## src/rtl/mk14_keypad_pkg.sv

```systemverilog
// ============================================================================
// mk14_keypad_pkg : shared types and elaboration helpers for the keypad scanner
// Revision: 1.0
// ============================================================================
`default_nettype none

package mk14_keypad_pkg;

   typedef enum logic [1:0] {
      IDLE   = 2'd0,
      SETTLE = 2'd1,
      SAMPLE = 2'd2
   } scan_state_t;

   // Debounce counters hold 0..15
   localparam int DB_W = 4;

   function automatic int key_width(input int cols, input int rows);
      return (cols * rows > 1) ? $clog2(cols * rows) : 1;
   endfunction

   function automatic int settle_cycles(input int freq_mhz, input int settle_us);
      return freq_mhz * settle_us;
   endfunction

endpackage

`default_nettype wire

```

## src/rtl/mk14_key_debounce.sv

```systemverilog
// ============================================================================
// mk14_key_debounce : one key's disagreement counter and commit-candidate flag
// Revision: 1.0
// ============================================================================
`default_nettype none

module mk14_key_debounce
   import mk14_keypad_pkg::*;
#(
   parameter int DEBOUNCE_SCANS = 4
) (
   input  logic CLK,
   input  logic rst_n,
   input  logic i_en,
   input  logic i_sample,
   input  logic i_stable,
   input  logic i_commit,
   output logic o_cand
);

   logic [DB_W-1:0] r_cnt;
   logic            w_differ;

   assign w_differ = i_sample ^ i_stable;
   // Candidate as soon as this sample brings the count to DEBOUNCE_SCANS, or it is already saturated
   assign o_cand   = i_en & w_differ & (r_cnt >= DB_W'(DEBOUNCE_SCANS - 1));

   always_ff @(posedge CLK) begin
      if (!rst_n) begin
         r_cnt <= '0;
      end else if (i_commit) begin
         r_cnt <= '0;
      end else if (i_en) begin
         if (!w_differ)
            r_cnt <= '0;
         else if (r_cnt != DB_W'(DEBOUNCE_SCANS))
            r_cnt <= r_cnt + 1'b1;
      end
   end

endmodule

`default_nettype wire

```

## src/rtl/mk14_keypad_scan.sv

```systemverilog
// ============================================================================
// mk14_keypad_scan : MK14 matrix keypad scanner with debounce and event port
// Optional auto-repeat: define KEYPAD_AUTOREPEAT_EN
// Revision: 1.0
// ============================================================================
`default_nettype none

module mk14_keypad_scan
   import mk14_keypad_pkg::*;
#(
   parameter int CLOCK_FREQ_MHZ  = 12,
   parameter int COLS            = 8,
   parameter int ROWS            = 4,
   parameter int SETTLE_US       = 10,
   parameter int DEBOUNCE_SCANS  = 4,
`ifdef KEYPAD_AUTOREPEAT_EN
   parameter int REPEAT_DELAY_MS = 500,
   parameter int REPEAT_RATE_MS  = 100,
`endif
   localparam int KW = key_width(COLS, ROWS)
) (
   input  logic                 CLK,
   input  logic                 rst_n,
   output logic [COLS-1:0]      col_n,
   input  logic [ROWS-1:0]      row_n,
   output logic [COLS*ROWS-1:0] keys,
   output logic                 evt_valid,
   input  logic                 evt_ready,
   output logic [KW-1:0]        evt_code,
   output logic                 evt_press
`ifdef KEYPAD_AUTOREPEAT_EN
   ,
   output logic                 evt_repeat
`endif
);

   localparam int SETTLE_CYCLES = settle_cycles(CLOCK_FREQ_MHZ, SETTLE_US);
   localparam int NK            = COLS * ROWS;
   localparam int CW            = (COLS > 1) ? $clog2(COLS) : 1;
   localparam int SW            = $clog2(SETTLE_CYCLES);

   if (SETTLE_CYCLES < 4) begin : g_settle_chk
      $error("mk14_keypad_scan: SETTLE_CYCLES must be >= 4");
   end
   if (DEBOUNCE_SCANS < 2 || DEBOUNCE_SCANS > 15) begin : g_debounce_chk
      $error("mk14_keypad_scan: DEBOUNCE_SCANS must be 2..15");
   end

   logic [ROWS-1:0] r_sync1, r_sync2;
   logic [ROWS-1:0] w_rows;
   scan_state_t     r_state, w_state_nxt;
   logic [CW-1:0]   r_col, w_col_nxt;
   logic [SW-1:0]   r_settle, w_settle_nxt;
   logic            w_sample_en;
   logic [NK-1:0]   r_keys;
   logic [NK-1:0]   w_cand, w_commit_vec;
   logic            w_commit, w_slot_free;
   logic [KW-1:0]   w_commit_idx;
   logic            r_evt_valid, r_evt_press;
   logic [KW-1:0]   r_evt_code;

   always_ff @(posedge CLK) begin
      if (!rst_n) begin
         r_sync1 <= '1;
         r_sync2 <= '1;
      end else begin
         r_sync1 <= row_n;
         r_sync2 <= r_sync1;
      end
   end

   assign w_rows = ~r_sync2;

   always_ff @(posedge CLK) begin
      if (!rst_n) begin
         r_state  <= IDLE;
         r_col    <= '0;
         r_settle <= '0;
      end else begin
         r_state  <= w_state_nxt;
         r_col    <= w_col_nxt;
         r_settle <= w_settle_nxt;
      end
   end

   always_comb begin
      w_state_nxt  = r_state;
      w_col_nxt    = r_col;
      w_settle_nxt = r_settle;
      w_sample_en  = 1'b0;
      case (r_state)
         IDLE: begin
            w_state_nxt  = SETTLE;
            w_col_nxt    = '0;
            w_settle_nxt = '0;
         end
         SETTLE: begin
            if (r_settle == SW'(SETTLE_CYCLES - 2))
               w_state_nxt = SAMPLE;
            else
               w_settle_nxt = r_settle + 1'b1;
         end
         SAMPLE: begin
            w_sample_en  = 1'b1;
            w_state_nxt  = SETTLE;
            w_settle_nxt = '0;
            w_col_nxt    = (r_col == CW'(COLS - 1)) ? '0 : r_col + 1'b1;
         end
         default: w_state_nxt = IDLE;
      endcase
   end

   always_comb begin
      col_n = '1;
      if (r_state != IDLE)
         col_n[r_col] = 1'b0;
   end

   for (genvar k = 0; k < NK; k++) begin : g_key
      mk14_key_debounce #(
         .DEBOUNCE_SCANS(DEBOUNCE_SCANS)
      ) u_debounce (
         .CLK      (CLK),
         .rst_n    (rst_n),
         .i_en     (w_sample_en && (r_col == CW'(k / ROWS))),
         .i_sample (w_rows[k % ROWS]),
         .i_stable (r_keys[k]),
         .i_commit (w_commit_vec[k]),
         .o_cand   (w_cand[k])
      );
   end

   assign w_slot_free = !r_evt_valid || evt_ready;

   // Only the active column is enabled, so the lowest set index is the lowest row
   always_comb begin
      w_commit     = 1'b0;
      w_commit_idx = '0;
      w_commit_vec = '0;
      for (int k = NK - 1; k >= 0; k--) begin
         if (w_cand[k]) begin
            w_commit     = w_slot_free;
            w_commit_idx = KW'(k);
         end
      end
      if (w_commit)
         w_commit_vec[w_commit_idx] = 1'b1;
   end

`ifdef KEYPAD_AUTOREPEAT_EN
   localparam int DELAY_CYC = CLOCK_FREQ_MHZ * 1000 * REPEAT_DELAY_MS;
   localparam int RATE_CYC  = CLOCK_FREQ_MHZ * 1000 * REPEAT_RATE_MS;

   logic          r_rep_active, r_rep_first, r_rep_pend, r_evt_repeat;
   logic [KW-1:0] r_rep_key;
   logic [31:0]   r_rep_timer;
   logic          w_rep_expire, w_rep_issue;

   assign w_rep_expire = r_rep_active &&
                         (r_rep_timer == (r_rep_first ? 32'(DELAY_CYC - 1) : 32'(RATE_CYC - 1)));
   assign w_rep_issue  = r_rep_pend && w_slot_free && !w_commit;

   // A newer press retargets tracking, which cancels repeat of the previous key
   always_ff @(posedge CLK) begin
      if (!rst_n) begin
         r_rep_active <= 1'b0;
         r_rep_first  <= 1'b0;
         r_rep_pend   <= 1'b0;
         r_rep_key    <= '0;
         r_rep_timer  <= '0;
      end else begin
         if (w_rep_issue)
            r_rep_pend <= 1'b0;
         if (w_rep_expire) begin
            r_rep_timer <= '0;
            r_rep_first <= 1'b0;
            r_rep_pend  <= 1'b1;
         end else if (r_rep_active) begin
            r_rep_timer <= r_rep_timer + 1'b1;
         end
         if (w_commit && !r_keys[w_commit_idx]) begin
            r_rep_active <= 1'b1;
            r_rep_key    <= w_commit_idx;
            r_rep_first  <= 1'b1;
            r_rep_timer  <= '0;
            r_rep_pend   <= 1'b0;
         end else if (w_commit && (w_commit_idx == r_rep_key)) begin
            r_rep_active <= 1'b0;
            r_rep_pend   <= 1'b0;
         end
      end
   end

   always_ff @(posedge CLK) begin
      if (!rst_n)
         r_evt_repeat <= 1'b0;
      else if (w_commit)
         r_evt_repeat <= 1'b0;
      else if (w_rep_issue)
         r_evt_repeat <= 1'b1;
   end

   assign evt_repeat = r_evt_repeat;
`endif

   always_ff @(posedge CLK) begin
      if (!rst_n) begin
         r_keys      <= '0;
         r_evt_valid <= 1'b0;
         r_evt_code  <= '0;
         r_evt_press <= 1'b0;
      end else if (w_commit) begin
         r_keys[w_commit_idx] <= ~r_keys[w_commit_idx];
         r_evt_valid          <= 1'b1;
         r_evt_code           <= w_commit_idx;
         r_evt_press          <= ~r_keys[w_commit_idx];
      end
`ifdef KEYPAD_AUTOREPEAT_EN
      else if (w_rep_issue) begin
         r_evt_valid <= 1'b1;
         r_evt_code  <= r_rep_key;
         r_evt_press <= 1'b1;
      end
`endif
      else if (r_evt_valid && evt_ready) begin
         r_evt_valid <= 1'b0;
      end
   end

   assign keys      = r_keys;
   assign evt_valid = r_evt_valid;
   assign evt_code  = r_evt_code;
   assign evt_press = r_evt_press;

endmodule

`default_nettype wire

```

## config.mk

```make
export PLATFORM = sky130hd
export DESIGN_NAME = mk14_keypad_scan
export DESIGN_NICKNAME = d
export VERILOG_FILES = /design/src/rtl/mk14_keypad_pkg.sv /design/src/rtl/mk14_key_debounce.sv /design/src/rtl/mk14_keypad_scan.sv
export SDC_FILE = /design/constraint.sdc
export NUM_CORES = 1
export LEC_CHECK = 0
export ABC_AREA = 0
export BUFFER_PORTS_ARGS = -buffer_cell sky130_fd_sc_hd__buf_2
export CAP_MARGIN = 0
export CELL_PAD_IN_SITES_DETAIL_PLACEMENT = 0
export CELL_PAD_IN_SITES_GLOBAL_PLACEMENT = 2
export CORE_MARGIN = 2
export CORE_UTILIZATION = 24
export CTS_BUF_LIST = sky130_fd_sc_hd__clkbuf_4 sky130_fd_sc_hd__clkbuf_8 sky130_fd_sc_hd__clkbuf_16
export CTS_CLUSTER_SIZE = 40
export DETAILED_ROUTE_END_ITERATION = 8
export GPL_TIMING_DRIVEN = 0
export PLACE_DENSITY_LB_ADDON = 0.2
export SYNTH_ARGS = -nofsm -noshare
export SYNTH_HDL_FRONTEND = slang
export SYNTH_SLANG_ARGS = --single-unit
```

## constraint.sdc

```tcl
create_clock -name CLK -period 3.75 [get_ports CLK]
set_input_delay 0.5625 -clock CLK [delete_from_list [all_inputs] [get_ports CLK]]
set_output_delay 0.5625 -clock CLK [all_outputs]
set_load 0.02 [all_outputs]
```

==> results_dict.tcl, run 1 <==
set metrics [dict create \
    final_cells 2087 \
    end_kind "flip-flop" \
    area_growth_pct 17.9 \
    placed_cells 2037 \
    setup_viol 0 \
    violations "DRC" \
    yosysWarnings 0 \
    clk_latency_ns 0.51 \
    h-tree-depth 4 \
    initial_utilization_pct 24.4 \
    path_class "flip-flop to flip-flop" \
    wl_per_cell_um 17.9 \
    cp_max_fo 10 \
    power.leakage_nw 5.12 \
    rsz0062_at_grt "true" \
    vias 9634 \
    multi_input_area_um2 7150 \
    p_int_mw 2.91 \
    finalClockSkew_ns 0.0125 \
    gp_congestion 0.802 \
    finalCritPeriodShare_pct 97.9 \
    grt_pass1_wl_um 56700 \
    core_um2 46700 \
    drc 4 \
    critPathSlowestCell "dfxtp_4" \
    die_width_um 222 \
    hold_class "input port to flip-flop" \
    cts.clk_slew.worst_paths_ns 0.07 \
    firstDrtPassIters 7 \
    final_nets 1547 \
    syn_nets 1457 \
    synth.ff_latch_count 187 \
    critical_path_depth 15 \
    crit_top_cell "ha_1" \
    status "finished with violations" \
    powerDensity_nw_per_um2 291 \
    grt_max_degree 17 \
    synth_top_area_cell "dfxtp_1" \
    io_buffer_count 52 \
    fin_util_pct 28.7 \
    cp.arrival_ns 4.06 \
    worstPathCellList "ha_1 -> ha_1 -> nand3b_1 -> buf_4 -> nor3_2 -> a21oi_2 -> o31ai_4 -> o2111ai_4 -> and2_0 -> buf_2 -> nand2_1 -> a221oi_4 -> o211ai_4 -> buf_6 -> o211a_1" \
    tightest_slew_ns 0.879 \
    vdd_ir_drop_max_mv 0.377 \
    die_area_um2 49200 \
    numCtsBuffers 17 \
    setup-tns-final_ns 0 \
    cts_tree "built" \
    yosysTopAreaCellShare_pct 32.9 \
    startpoint "r_col[0]" \
    syn_avg_cell_area_um2 8.26 \
    hpwl_um 28300 \
    slew_headroom_pct 41.4 \
    nFillCells 5065 \
    synth_area_um2 11400 \
    crit_family "compound AO/OA/AOI/OAI gates" \
    cpPeakStageDelay_ns 0.38 \
    drt.antenna.violating_nets 0 \
    cp-start-kind "flip-flop" \
    seq_area_um2 3750 \
    combPwrFrac_pct 3.5 \
    rows 79 \
    die_h_um 222 \
    first_global_vias 9208 \
    slew_violations 0 \
    synth.area.top_cells "dfxtp_1 (33%), ha_1 (7.9%), xnor2_1 (6.2%), nor2_1 (6.1%), xor2_1 (4.5%)" \
    synth-edff-count 0 \
    drt_first_iter_violations 620 \
    min_period_ns 3.67 \
    reg2reg_from "r_col[0]" \
    cp_num_buf_inv 3 \
    grt_antenna_before_repair 0 \
    antenna_cells 0 \
    async_reset_ff_share_pct 0 \
    netlist_instances 1378 \
    hold_start "row_n[2]" \
    p_sw_mw 0.993 \
    clock_path_buffers 2 \
    cts_num_sinks 187 \
    seq_power_share_pct 51.1 \
    hold_viol 0 \
    ff2ff_path_depth 15 \
    switching_share_pct 25.5 \
    pwr-share-clk_pct 45.4 \
    critical_path_required_ns 4.15 \
    vias_per_cell 4.62 \
    finalWirelength_um 37400 \
    ys.flop_type "dfxtp_1" \
    drive_gt1_share_pct 15.7 \
    grt_usage_pct 15.5 \
    clock.fmax_mhz 273 \
    grt-ovfl-total 0 \
    io_pins 54 \
    root_buffer "clkbuf_16" \
    hold_ws_ns 0.240 \
    drv_cap 0 \
    ys_seq_area_share_pct 32.9 \
    holdPathStages 2 \
    ys_types 86 \
]
-- metrics by stage --
| stage | power (mW) | cell area, um^2 | worst slack (ns) |
|---|---|---|---|
| final | 3.90 | 13400 | 0.0806 |
| after global routing | 4.06 | 13400 | -0.0267 |
| after detailed placement | 2.18 | 12400 | -0.820 |
| after CTS | 3.99 | 13100 | 0.00614 |
| after global placement | 2.18 | 12400 | -0.782 |
| after floorplan | 2.12 | 11400 | 0.501 |
-- cells in the mapped netlist, types with 12 or more instances --
| library cell | number |
|---|---|
| xor2_1 | 59 |
| nor2b_1 | 14 |
| nand4_1 | 33 |
| o21ai_0 | 57 |
| dfxtp_1 | 187 |
| o211ai_1 | 19 |
| nand2_1 | 124 |
| nor3_1 | 37 |
| nand3_1 | 47 |
| nor2_1 | 184 |
| and3_1 | 24 |
| and2_1 | 15 |
| clkbuf_1 | 19 |
| mux2i_1 | 12 |
| xnor2_1 | 80 |
| a21oi_1 | 38 |
| buf_4 | 35 |
| o211a_1 | 18 |
| nand2b_1 | 30 |
| ha_1 | 72 |
| o31a_1 | 17 |
| inv_1 | 87 |
-- cell families (layout without fill, tap and decap cells) --
logic type / Yosys count / count (layout) / synth area share [%]
mux: 14 / 14 / 1.25
compound gates: 247 / 247 / 16.3
simple gates: 559 / 559 / 23.9
buf+inv: 157 / 259 / 6.64
flops: 187 / 187 / 32.9
xor+xnor: 142 / 142 / 11.1
fa+ha+maj: 72 / 72 / 7.92
-- cell type report --
type / count / area share (%)
buffer: 66 / 3.21
clock buffer: 21 / 3.44
clock inverter: 10 / 0.532
inverter: 88 / 2.46
multi-input combinational: 1034 / 53.3
sequential: 187 / 28.0
tap: 607 / 5.66
timing repair buffer: 74 / 3.39
-- state kept, by name, indices dropped and copies added (netlist names) --
register,cells
keys,32
r_state,2
g_key.u_debounce.r_cnt,128
r_col,3
evt_valid,1
evt_press,1
r_sync2,4
r_sync1,4
evt_code,5
r_settle,7
-- path summary, 6_finish.rpt --
kind | end | slack (ns)
max | keys[24] | 0.08
min | r_sync1[2] | 0.24
max reg2reg | keys[24] | 0.08
min reg2reg | r_sync2[0] | 0.41
-- cell usage in the layout, fill, tap and decap left out, types with 6 or more instances in the layout --
cell type	netlist	final
dfxtp_1	187	184
xor2_2	2	7
nand4_1	33	33
nand2_1	124	122
nand2b_1	30	30
a21oi_1	38	37
o22ai_1	11	11
o41ai_1	8	7
clkbuf_16	0	17
o211ai_1	19	19
mux2i_1	12	9
buf_2	10	61
xnor2_1	80	79
nor2_1	184	179
nand3_1	47	47
nor2b_1	14	14
o211a_1	18	18
buf_4	35	53
nor3b_1	9	8
nand3b_1	8	8
o21a_1	8	8
nor3_1	37	32
nor3_2	3	8
clkbuf_1	19	14
o31a_1	17	17
and3_1	24	24
inv_1	87	87
and2_1	15	14
xor2_1	59	54
or3_1	6	6
o21ai_0	57	54
ha_1	72	71
-- routing by layer --
layer	vias to the layer above	part of all wire [%]	global-route usage, %
met5	-	0	0
met4	0	1.8	5.01
met3	34	2.8	3.38
met2	108	45	24.5
met1	4578	50	20.9
li1	4914	-	-
-- what timing repair did --
action,in CTS,in global routing
setup endpoints to repair,152,132
gates cloned,0,0
resized for setup,18,48
hold buffers,0,0
pin swaps,5,10
buffers inserted,10,12
-- power by group through the flow --
stage | logic [mW] | clock network (mW) | registers (mW)
2_1_floorplan | 0.0816 | 0 | 2.04
3_3_place_gp | 0.140 | 0 | 2.04
3_5_place_dp | 0.138 | 0 | 2.04
5_1_grt | 0.152 | 1.92 | 1.99
6_report | 0.138 | 1.77 | 1.99
4_1_cts | 0.140 | 1.86 | 1.99
No activity file was read; power rests on OpenSTA's default activity.
==> run 2: changes to the inputs <==
BUFFER_PORTS_ARGS = -buffer_cell sky130_fd_sc_hd__clkbuf_2   (was -buffer_cell sky130_fd_sc_hd__buf_2)
CORE_MARGIN = 3   (was 2)
PLACE_DENSITY = 0.56   (was default)
PLACE_DENSITY_LB_ADDON = default   (was 0.2)
==> results_dict.tcl, run 2 (synthesized netlist as in run 1, its figures left out) <==
set metrics [dict create \
    finalClockSkew_ns 0.0144 \
    final_common_cell "dfxtp_1" \
    power_mw 4.06 \
    h-tree-depth 4 \
    finalWirelength_um 37900 \
    drt.antenna.violating_nets 0 \
    setup_viol 0 \
    nFillCells 5117 \
    io_buffer_count 52 \
    timing.rr.end "keys[10]" \
    status "finished clean" \
    critPathSlowestCell "dfxtp_4" \
    dp_slack_ns -0.823 \
    mostFrequentLayoutCells "dfxtp_1 (184), nor2_1 (180), nand2_1 (122)" \
    whs_endpoint "r_sync1[0]" \
    hpwl_um 28700 \
    grt_usage_pct 15.6 \
    drc 0 \
    vdd_ir_drop_max_mv 0.347 \
    placed_cells 2037 \
    die_width_um 224 \
    grt_pass1_wl_um 58400 \
    clock.fmax_mhz 272 \
    critical_path_required_ns 4.19 \
    cp_max_fo 10 \
    hold_class "input port to flip-flop" \
    largest_reg_flops 128 \
    regMostFlops "g_key.u_debounce.r_cnt" \
    crit_top_cell "o221ai_2" \
    area_growth_pct 18.2 \
    die_h_um 224 \
    firstDrtPassIters 5 \
    cts.clk_slew.worst_paths_ns 0.07 \
    rows 79 \
    reg2reg_from "r_col[0]" \
    postCtsHoldBufs 0 \
    ff2ff_path_depth 14 \
    power.leakage_nw 5.14 \
    hold_ws_ns 0.241 \
    root_buffer "clkbuf_16" \
    holdPathStages 2 \
    end_kind "flip-flop" \
    cts_tree "built" \
    grtUsageMet2_pct 24.2 \
    wl_per_cell_um 18.1 \
    final_nets 1550 \
    clock_path_buffers 2 \
    hold_start "row_n[0]" \
    worstPathCellList "ha_1 -> ha_2 -> and3b_2 -> o21a_1 -> o221ai_2 -> a221oi_4 -> o2111ai_4 -> a31oi_4 -> buf_4 -> mux2i_2 -> o221ai_2 -> o211ai_4 -> buf_6 -> o211a_1" \
    hold_viol 0 \
    cpPeakStageDelay_ns 0.39 \
    tightest_slew_ns 1.14 \
    grt_max_degree 17 \
    numCtsBuffers 17 \
    busiest_layer "met2" \
    powerDensity_nw_per_um2 302 \
    slew_violations 0 \
    cp.arrival_ns 4.11 \
    initial_utilization_pct 24.4 \
    slew_headroom_pct 24.1 \
    fin_ws_ns 0.0797 \
    cts_num_sinks 187 \
    drt_first_iter_violations 585 \
    die_area_um2 50100 \
    path_class "flip-flop to flip-flop" \
    r2r_setup_slack_ns 0.08 \
    fin_util_pct 28.8 \
    final_cells 2090 \
    grt_antenna_before_repair 0 \
    first_global_vias 9443 \
    antenna_cells 0 \
    vias_per_cell 4.65 \
    gr-usage-met3_pct 2.52 \
    grt-ovfl-total 0 \
    clk_latency_ns 0.50 \
    drv_cap 0 \
    drive_gt1_share_pct 15.8 \
    io_pins 54 \
    min_period_ns 3.67 \
    cp-start-kind "flip-flop" \
    core_um2 46700 \
    vias 9712 \
    finalCritPeriodShare_pct 97.9 \
    met1_usage_pct 21.6 \
    gp_congestion 0.795 \
]
-- run 2: layer usage --
layer | up-vias | wire (um)
li1 | 4915 | -
met1 | 4633 | 19100
met2 | 125 | 16800
met3 | 39 | 1060
met4 | 0 | 937
met5 | - | 0
-- run 2: area by class of cell --
cell class                 instances  area [um^2]  area share (%)
sequential                       187         3750            27.9
multi-input combinational       1034         7130            53.0
clock inverter                    10          116           0.865
clock buffer                      21          474            3.53
timing repair buffer              77          460            3.42
tap                              607          759            5.65
inverter                          88          330            2.46
buffer                            66          428            3.18
-- run 2: worst max-delay path by stage --
| stage | startpoint | endpoint | slack, ns | cells after the start |
|---|---|---|---|---|
| 5_1_grt | g_key[8].u_debounce.r_cnt[0] | g_key[28].u_debounce.r_cnt[2] | -0.04 | 12 |
| 2_1_floorplan | r_col[0] | evt_press | 0.50 | 13 |
| 4_1_cts | r_sync2[1] | g_key[28].u_debounce.r_cnt[2] | -0.1 | 11 |
| 3_5_place_dp | r_col[1] | g_key[26].u_debounce.r_cnt[0] | -0.82 | 12 |
| 6_report | r_col[0] | keys[10] | 0.08 | 14 |
| 3_3_place_gp | r_col[2] | g_key[22].u_debounce.r_cnt[2] | -0.80 | 12 |
-- run 2: critical path, delay by kind of cell (launching register included) --
| kind | cells | cell delay, ns |
|---|---|---|
| compound gates | 8 | 1.82 |
| buf+inv | 2 | 0.40 |
| mux | 1 | 0.29 |
| fa+ha+maj | 2 | 0.41 |
| flops | 1 | 0.39 |
| simple gates | 1 | 0.28 |
-- run 2: stage by stage --
stage | TNS, ns | instance area [um^2]
global placement | -63.31 | 12400
global route | -0.109 | 13400
detailed placement | -62.33 | 12400
floorplan | 0 | 11400
finish | 0 | 13400
CTS | -1.11 | 13200
-- run 2: report_power, final --
part / switching, mW / internal [mW] / leakage, nW
Clock: 0.887 / 1.04 / 0.289
Sequential: 0.00356 / 1.99 / 1.51
Combinational: 0.104 / 0.0371 / 3.34
-- run 2: timing repair --
action / CTS / global route
pin swaps: 6 / 12
resized for setup: 20 / 42
endpoints found under the setup margin: 152 / 142
setup buffers: 11 / 14
==> run 3: changes to the inputs <==
clock period = 3.89 ns   (was 3.75 ns; I/O delays follow)
==> results_dict.tcl, run 3 (synthesized netlist as in run 1, its figures left out) <==
set metrics [dict create \
    drive_gt1_share_pct 14.3 \
    slew_headroom_pct 23.5 \
    pwr-share-clk_pct 47.3 \
    grt_usage_pct 15.6 \
    slew_violations 0 \
    drt.antenna.violating_nets 0 \
    cp.arrival_ns 4.13 \
    io_pins 54 \
    clock_path_buffers 2 \
    critical_path_required_ns 4.27 \
    power_mw 3.90 \
    cts_tree "built" \
    rows 79 \
    die_h_um 224 \
    firstDrtPassIters 5 \
    setup_viol 0 \
    antenna_cells 0 \
    vias 9674 \
    powerDensity_nw_per_um2 294 \
    p_sw_mw 0.948 \
    die_width_um 224 \
    postCtsHoldBufs 0 \
    worstPathCellList "ha_2 -> and3b_2 -> o21a_1 -> o221ai_2 -> a221oi_4 -> o2111ai_4 -> a31oi_4 -> buf_4 -> mux2i_1 -> a221oi_2 -> o211ai_4 -> buf_6 -> o211a_1" \
    vdd_ir_drop_max_mv 0.342 \
    final_area_um2 13300 \
    place_area_um2 12400 \
    finalWirelength_um 37700 \
    gp_congestion 0.795 \
    hold_class "input port to flip-flop" \
    core_um2 46700 \
    switching_share_pct 24.3 \
    final_common_cell "dfxtp_1" \
    nFillCells 5135 \
    end_kind "flip-flop" \
    cp-start-kind "flip-flop" \
    numCtsBuffers 17 \
    clk_latency_ns 0.49 \
    critPathSlowestCell "dfxtp_1" \
    die_area_um2 50100 \
    cts_num_sinks 187 \
    wl_per_cell_um 18.0 \
    regMostFlops "g_key.u_debounce.r_cnt" \
    io_buffer_count 52 \
    vias_per_cell 4.64 \
    mostFrequentLayoutCells "dfxtp_1 (185), nor2_1 (180), nand2_1 (123)" \
    cpPeakStageDelay_ns 0.53 \
    hold_ws_ns 0.273 \
    tightest_slew_ns 1.15 \
    hpwl_um 28700 \
    h-tree-depth 4 \
    seq_power_share_pct 49.2 \
    grt_max_degree 17 \
    largest_reg_flops 128 \
    initial_utilization_pct 24.4 \
    area_growth_pct 16.6 \
    drv_cap 0 \
    status "finished clean" \
    path_class "flip-flop to flip-flop" \
    first_global_vias 9405 \
    power.leakage_nw 5.08 \
    clock.fmax_mhz 267 \
    grt_pass1_wl_um 58200 \
    finalClockSkew_ns 0.00947 \
    hold_viol 0 \
    p_int_mw 2.95 \
    multi_input_area_um2 7000 \
    final_nets 1546 \
    finalCritPeriodShare_pct 96.2 \
    seq_area_um2 3750 \
    grt-ovfl-total 0 \
    rsz0062_at_grt "false" \
    root_buffer "clkbuf_16" \
    cp_max_fo 10 \
    combPwrFrac_pct 3.4 \
    cts.clk_slew.worst_paths_ns 0.07 \
    min_period_ns 3.74 \
    drt_first_iter_violations 593 \
    grt_antenna_before_repair 0 \
    drc 0 \
]
-- run 3: worst paths after layout --
path | cells past startpoint | startpoint | slack [ns] | endpoint
setup / recovery | 13 | r_col[2] | 0.15 | keys[24]
hold / removal | 2 | row_n[0] | 0.27 | r_sync1[0]
hold reg to reg | 1 | r_sync1[2] | 0.41 | r_sync2[2]
setup reg to reg | 13 | r_col[2] | 0.15 | keys[24]
-- run 3: per-layer routing --
| layer | global-route usage, % | up-vias | share of wire (%) |
|---|---|---|---|
| met5 | 0 | - | 0 |
| met4 | 5.59 | 0 | 2.2 |
| met3 | 2.67 | 41 | 2.8 |
| met2 | 24.2 | 132 | 44 |
| met1 | 21.7 | 4594 | 51 |
| li1 | - | 4907 | - |
-- run 3: worst max-delay path, delay by kind of cell, from the launching register on --
kind,cells,cell delay (ns)
flops,1,0.53
compound gates,8,2.05
fa+ha+maj,1,0.29
simple gates,1,0.29
mux,1,0.10
buf+inv,2,0.37
-- run 3: power groups by stage --
| stage | combinational [mW] | sequential (mW) | clock [mW] |
|---|---|---|---|
| final | 0.133 | 1.92 | 1.85 |
| after global routing | 0.147 | 1.92 | 2.00 |
| after CTS | 0.136 | 1.92 | 1.94 |
| after detailed placement | 0.135 | 1.97 | 0 |
| after global placement | 0.137 | 1.97 | 0 |
| after floorplan | 0.0787 | 1.97 | 0 |
-- run 3: metrics by stage --
stage / setup TNS, ns / setup slack (ns) / utilization [%] / std cells
6_report: 0 / 0.148 / 28.4 / 2086
5_1_grt: 0 / 0.00339 / 28.4 / 2086
4_1_cts: 0 / 0.0303 / 28.0 / 2073
3_5_place_dp: -43.72 / -0.683 / 26.6 / 2037
3_3_place_gp: -43.70 / -0.659 / 26.6 / 2037
2_1_floorplan: 0 / 0.641 / - / 1378
-- run 3: area by class of cell --
| cell class | count | area share (%) |
|---|---|---|
| inverters | 88 | 2.49 |
| multi-input cells | 1034 | 52.7 |
| clock buffers | 21 | 3.57 |
| plain buffers | 66 | 3.18 |
| clock inverters | 10 | 0.877 |
| repair buffers | 73 | 3.15 |
| well taps | 607 | 5.72 |
| flip-flops and latches | 187 | 28.3 |
-- run 3: what timing repair did --
action	4_1_cts	5_1_grt
buffers inserted	7	14
pin swaps	3	7
resized for setup	13	22
endpoints found under the setup margin	126	101
